$ cat src/rtl/axi_llc_pkg.sv
// Shared descriptor layout and AXI burst encodings for the LLC AX splitter.
package axi_llc_pkg;
    localparam int unsigned LlcNumChan   = 2;
    localparam int unsigned LlcAddrWidth = 64;
    localparam int unsigned LlcIdWidth   = 6;
    localparam int unsigned LlcChanWidth = (LlcNumChan > 1) ? $clog2(LlcNumChan) : 1;

    typedef enum logic [1:0] {
        BURST_FIXED = 2'b00,
        BURST_INCR  = 2'b01,
        BURST_WRAP  = 2'b10,
        BURST_RSVD  = 2'b11
    } axi_burst_e;

    typedef struct packed {
        logic [LlcChanWidth-1:0] chan_idx;
        logic [LlcIdWidth-1:0]   id;
        logic [LlcAddrWidth-1:0] addr;
        logic [7:0]              len;
        logic [2:0]              size;
        logic [1:0]              burst;
        logic                    bypass;
        logic                    x_last;
    } desc_t;
endpackage

$ cat src/rtl/axi_llc_desc_fifo.sv
// Fall-through descriptor FIFO: an empty FIFO presents its input directly on the output.
module axi_llc_desc_fifo #(
    parameter int unsigned Width = 8,
    parameter int unsigned Depth = 4
) (
    input  logic             clk_i,
    input  logic             rst_i,
    input  logic             in_valid_i,
    output logic             in_ready_o,
    input  logic [Width-1:0] in_data_i,
    output logic             out_valid_o,
    input  logic             out_ready_i,
    output logic [Width-1:0] out_data_o,
    output logic             empty_o
);
    localparam int unsigned PtrWidth = (Depth > 1) ? $clog2(Depth) : 1;
    localparam int unsigned CntWidth = $clog2(Depth + 1);

    logic [Width-1:0]    mem [Depth];
    logic [PtrWidth-1:0] wr_ptr, rd_ptr;
    logic [CntWidth-1:0] count;
    logic                push, pop, store, drain;

    function automatic logic [PtrWidth-1:0] ptr_inc(input logic [PtrWidth-1:0] p);
        return (p == PtrWidth'(Depth - 1)) ? '0 : p + PtrWidth'(1);
    endfunction

    assign empty_o     = (count == '0);
    // A full FIFO still takes a push when the head leaves in the same cycle.
    assign in_ready_o  = (count != CntWidth'(Depth)) | out_ready_i;
    assign out_valid_o = !empty_o | in_valid_i;
    assign out_data_o  = empty_o ? in_data_i : mem[rd_ptr];
    assign push        = in_valid_i & in_ready_o;
    assign pop         = out_valid_o & out_ready_i;
    assign store       = push & !(empty_o & pop);
    assign drain       = pop & !empty_o;

    always_ff @(posedge clk_i) begin
        if (rst_i) begin
            wr_ptr <= '0;
            rd_ptr <= '0;
            count  <= '0;
        end else begin
            if (store) wr_ptr <= ptr_inc(wr_ptr);
            if (drain) rd_ptr <= ptr_inc(rd_ptr);
            count <= count + CntWidth'(store) - CntWidth'(drain);
        end
    end

    always_ff @(posedge clk_i) begin
        if (store) mem[wr_ptr] <= in_data_i;
    end
endmodule

$ cat src/rtl/axi_llc_ax_splitter_mc.sv
// Round-robin arbiter over NumChan AX streams; cuts each accepted burst into per-line descriptors.
module axi_llc_ax_splitter_mc
    import axi_llc_pkg::*;
#(
    parameter int unsigned NumChan   = LlcNumChan,
    parameter int unsigned AddrWidth = LlcAddrWidth,
    parameter int unsigned IdWidth   = LlcIdWidth,
    parameter int unsigned DataWidth = 64,
    parameter int unsigned BlockSize = 8,
    parameter int unsigned FifoDepth = 4
) (
    input  logic                         clk_i,
    input  logic                         rst_i,
    input  logic                         stall_i,
    input  logic [NumChan-1:0]           ax_valid_i,
    output logic [NumChan-1:0]           ax_ready_o,
    input  logic [NumChan*AddrWidth-1:0] ax_addr_i,
    input  logic [NumChan*8-1:0]         ax_len_i,
    input  logic [NumChan*3-1:0]         ax_size_i,
    input  logic [NumChan*2-1:0]         ax_burst_i,
    input  logic [NumChan*IdWidth-1:0]   ax_id_i,
    input  logic [AddrWidth-1:0]         cached_start_i,
    input  logic [AddrWidth-1:0]         cached_end_i,
    output desc_t                        desc_o,
    output logic                         desc_valid_o,
    input  logic                         desc_ready_i,
    output logic                         busy_o
);
    localparam int unsigned ChanWidth = (NumChan > 1) ? $clog2(NumChan) : 1;
    localparam int unsigned LineBytes = BlockSize * (DataWidth / 8);
    localparam logic [AddrWidth-1:0] LineMask = AddrWidth'(LineBytes - 1);

    typedef enum logic {IDLE, CUT} state_e;
    state_e state_q, state_d;

    logic [ChanWidth-1:0] rr_ptr_q, grant_idx, idx_hi, idx_lo;
    logic                 any_hi, any_lo, accept;
    logic [AddrWidth-1:0] in_addr;
    logic [1:0]           in_burst;

    logic [AddrWidth-1:0] addr_q;
    logic [8:0]           len_rem_q;
    logic [2:0]           size_q;
    logic [1:0]           burst_q;
    logic [IdWidth-1:0]   id_q;
    logic [ChanWidth-1:0] chan_q;
    logic                 bypass_q;

    logic [AddrWidth-1:0] off, room_full;
    logic [8:0]           len_p1, beats;
    logic                 x_last, push_ready, push_fire, fifo_empty;
    desc_t                desc_d;

    // Lowest requester at or above rr_ptr wins; otherwise wrap to the lowest requester overall.
    always_comb begin
        any_hi = 1'b0;
        any_lo = 1'b0;
        idx_hi = '0;
        idx_lo = '0;
        for (int j = NumChan - 1; j >= 0; j--) begin
            if (ax_valid_i[j]) begin
                any_lo = 1'b1;
                idx_lo = ChanWidth'(j);
                if (ChanWidth'(j) >= rr_ptr_q) begin
                    any_hi = 1'b1;
                    idx_hi = ChanWidth'(j);
                end
            end
        end
    end

    assign grant_idx  = any_hi ? idx_hi : idx_lo;
    assign accept     = (state_q == IDLE) & !stall_i & any_lo & !rst_i;
    assign ax_ready_o = accept ? (NumChan'(1) << grant_idx) : '0;
    assign in_addr    = ax_addr_i[grant_idx*AddrWidth +: AddrWidth];
    assign in_burst   = ax_burst_i[grant_idx*2 +: 2];

    always_comb begin
        off       = addr_q & LineMask;
        room_full = (AddrWidth'(LineBytes) - off) >> size_q;
        len_p1    = len_rem_q + 9'd1;
        if (bypass_q || room_full >= AddrWidth'(len_p1)) begin
            beats = len_p1;
        end else if (room_full == '0) begin
            // A beat wider than the rest of the line still goes out alone so the cutter advances.
            beats = 9'd1;
        end else begin
            beats = room_full[8:0];
        end
        x_last = (beats == len_p1);
        desc_d = '{chan_idx: chan_q, id: id_q, addr: addr_q, len: 8'(beats - 9'd1),
                   size: size_q, burst: burst_q, bypass: bypass_q, x_last: x_last};
    end

    assign push_fire = (state_q == CUT) & push_ready;

    always_comb begin
        state_d = state_q;
        case (state_q)
            IDLE:    if (accept) state_d = CUT;
            CUT:     if (push_fire && x_last) state_d = IDLE;
            default: state_d = IDLE;
        endcase
    end

    always_ff @(posedge clk_i) begin
        if (rst_i) begin
            state_q  <= IDLE;
            rr_ptr_q <= '0;
        end else begin
            state_q <= state_d;
            if (accept) begin
                rr_ptr_q <= (grant_idx == ChanWidth'(NumChan - 1)) ? '0 : grant_idx + ChanWidth'(1);
            end
        end
    end

    always_ff @(posedge clk_i) begin
        if (accept) begin
            addr_q    <= in_addr;
            len_rem_q <= {1'b0, ax_len_i[grant_idx*8 +: 8]};
            size_q    <= ax_size_i[grant_idx*3 +: 3];
            burst_q   <= in_burst;
            id_q      <= ax_id_i[grant_idx*IdWidth +: IdWidth];
            chan_q    <= grant_idx;
            bypass_q  <= (in_burst != BURST_INCR) || (in_addr < cached_start_i) ||
                         (in_addr >= cached_end_i);
        end else if (push_fire && !x_last) begin
            addr_q    <= (addr_q & ~LineMask) + AddrWidth'(LineBytes);
            len_rem_q <= len_rem_q - beats;
        end
    end

    axi_llc_desc_fifo #(
        .Width ($bits(desc_t)),
        .Depth (FifoDepth)
    ) u_desc_fifo (
        .clk_i       (clk_i),
        .rst_i       (rst_i),
        .in_valid_i  (state_q == CUT),
        .in_ready_o  (push_ready),
        .in_data_i   (desc_d),
        .out_valid_o (desc_valid_o),
        .out_ready_i (desc_ready_i),
        .out_data_o  (desc_o),
        .empty_o     (fifo_empty)
    );

    assign busy_o = (state_q == CUT) | !fifo_empty;
endmodule

$ cat config.mk
export PLATFORM = sky130hd
export DESIGN_NAME = axi_llc_ax_splitter_mc
export DESIGN_NICKNAME = d
export VERILOG_FILES = /design/src/rtl/axi_llc_pkg.sv /design/src/rtl/axi_llc_desc_fifo.sv /design/src/rtl/axi_llc_ax_splitter_mc.sv
export SDC_FILE = /design/constraint.sdc
export NUM_CORES = 1
export LEC_CHECK = 0
export BUFFER_PORTS_ARGS = -buffer_cell sky130_fd_sc_hd__buf_2
export CAP_MARGIN = 20
export CORE_MARGIN = 1
export CORE_UTILIZATION = 58
export CTS_CLUSTER_SIZE = 20
export DETAILED_ROUTE_END_ITERATION = 16
export PLACE_DENSITY = 0.82
export RECOVER_POWER = 50
export SLEW_MARGIN = 5
export SYNTH_ARGS = -nofsm -noshare
export SYNTH_HDL_FRONTEND = slang
export SYNTH_SLANG_ARGS = --single-unit
$ cat constraint.sdc
create_clock -name clk_i -period 11.66 [get_ports clk_i]
set_input_delay 2.332 -clock clk_i [delete_from_list [all_inputs] [get_ports clk_i]]
set_output_delay 2.332 -clock clk_i [all_outputs]
set_load 0.005 [all_outputs]
==> metrics.cfg <==
[outcome]
status=finished, violations left
failed_checks=max-capacitance violations, max-slew violations

[worst_setup_path]
endpoint_kind=flip-flop
cp.arrival_ps=9770
worstSetupStartpointType=primary input
worstPathRequired_ps=11960
critical_path_class=in -> reg
cp_max_fo=50

[sta]
fmax_mhz=106
rsz0062_at_grt=false
post-route-period-util=0.812
tns_ps=0
tightestPinTransition_ps=3640
period_needed_ps=9470
slew_violations=484
slew_headroom=-1.42
setup_viol=0
hold_violations=0
clock_skew_ps=17.2

[die]
num_io_pins=390
coreArea_mm2=0.0409
dieArea_mm2=0.0424
initial_utilization=0.589
die_x_um=206
row_count=74
chipHeight_um=206

[cells_and_area]
nets=2942
final_cell_mix=nand2_1, edfxtp_1, buf_2
fin_util=0.684
final_common_cell=nand2_1
syn_to_final_growth_pct=16.0
nFillCells=3013
layout-drive-gt1-share=0.233

[placed_design]
globalplace.congestion=0.933
dp_hpwl_um=44900
port_buffers=389

[clocking]
cts_max_level=2
clock-root-buffer=clkbuf_16
cts_resized=0
clk_pin_slew_worst_paths_ps=60
numCtsBuffers=46
cts.sinks=441
cts_tree=done
clk_path_buf_depth=3
post_cts_buffers=0
insertion_delay_ps=560
postCtsHoldBufs=0

[detailed_routing]
drc=0
drt-total-wl_um=64900
postRouteAntennaNets=0
post_drt_wl_per_cell_um=21.2
dr.first_iter.drc_count=1617
dr.pass1.iters=7
vias=18100
viasPerCell=5.92

[global_routing]
grt_max_degree=94
grt_pass1_wl_um=97400
grt.total_usage=0.304
antenna_found_initial=1
grt_pass1_vias=17600
global_route.overflow_total=0

[synth]
synth-seq-area-share=0.544
yosys-top-cells-area=edfxtp_1, nand2_1, mux4_2
synth_largest_area_cell=edfxtp_1
synth_cells=2117
async_reset_ff_frac=0
ys_ff_latch=441
yosys_warnings=0
synth_edf_count=429
synth_top_area_share=0.534
synthesis.area_mm2=0.0241
synthFlopType=edfxtp_1
avgSynthCellArea_um2=11.4
synth_nets=2571
synth_cell_types=80

[power]
irDropWorstVdd_mv=0.154
p_leak_nw=11.7
finalPower_mw=5.04
powerDensity_mw_per_mm2=180

[flow_run]
maxCapViolCount=11

[worst_hold_path]
worst_hold_path_type=reg -> reg

[power breakdown]
group | switching, mW | total, mW | internal [mW] | leakage (nW)
Combinational | 0.922 | 1.58 | 0.659 | 7.03
Clock | 0.601 | 1.43 | 0.828 | 0.713
Sequential | 0.136 | 2.03 | 1.89 | 4.00
[stage by stage]
step	setup slack (ps)	hold slack, ps	cell area (um^2)	instances
5_1_grt	1700	523	28000	3056
3_5_place_dp	3410	500	26600	2972
3_3_place_gp	3480	465	26600	2972
2_1_floorplan	1680	454	24100	2117
6_report	2190	509	28000	3057
4_1_cts	2800	507	28000	3056
[sequential cells by signal, indices dropped and copies added, names as in the netlist, named ones only]
register	flops
len_rem_q	9
state_q	1
bypass_q	1
chan_q	1
rr_ptr_q	1
id_q	6
size_q	3
addr_q	64
burst_q	2
u_desc_fifo.count	3
u_desc_fifo.rd_ptr	2
u_desc_fifo.wr_ptr	2
u_desc_fifo.mem	344
[per-layer routing]
metal	share of wire	vias to the layer above	track usage	wire length, um
met3	0.077	133	0.0487	5020
met1	0.40	8788	0.400	25900
met2	0.49	812	0.517	32100
li1	-	8363	-	-
met4	0.030	2	0.101	1930
met5	0.00020	-	0	13
[area by class of cell]
type	count	area (um^2)	share of cell area
diodes	1	2.50	0.0000894
well taps	532	666	0.0238
clock buffers	55	1210	0.0431
inverters	167	629	0.0225
clock inverters	29	258	0.00921
flip-flops and latches	441	13100	0.469
repair buffers	406	2050	0.0733
multi-input cells	1426	10000	0.359
[cell families (layout without fill, tap and decap cells)]
family	Yosys count	after routing	synth area share
flops	441	441	0.544
mux	97	97	0.0852
fa+ha+maj	154	154	0.0805
xor+xnor	78	78	0.0289
other cells	0	1	0
simple gates	825	825	0.147
compound gates	272	272	0.0729
buf+inv	250	657	0.0409
[cell usage after synthesis, drive strengths merged, types with 18 or more instances]
cell type	instances
edfxtp	429
xnor2	39
nand3	31
a21o	48
nand4	37
nand2	578
nor2	56
o21ai	97
and3	18
buf	25
nor3	23
inv	167
a21oi	55
xor2	38
clkbuf	58
ha	152
mux4	86
[final timing paths]
check	from	to	slack, ps	depth (start not counted)
max	ax_valid_i[0]	bypass_q$_DFFE_PP_	2190	16
min	u_desc_fifo.rd_ptr[1]$_SDFFE_PP0P_	flip-flop	510	2
max reg2reg	rr_ptr_q$_SDFFE_PP0P_	bypass_q$_DFFE_PP_	3800	14
min reg2reg	u_desc_fifo.rd_ptr[1]$_SDFFE_PP0P_	flip-flop	510	2
[critical path, stage by stage]
cell and delay, ps:
clkbuf_1 120, inv_1 90, o21ai_4 110, clkbuf_1 1250, clkinvlp_2 1810, clkbuf_1 1190
nand2_1 340, nand2_1 160, ha_1 340, nand2_1 70, or3_1 480, a2111oi_0 630
buf_4 250, o41ai_1 70, and3_1 180, a211o_1 270
Power figures use the tool's default switching activity.
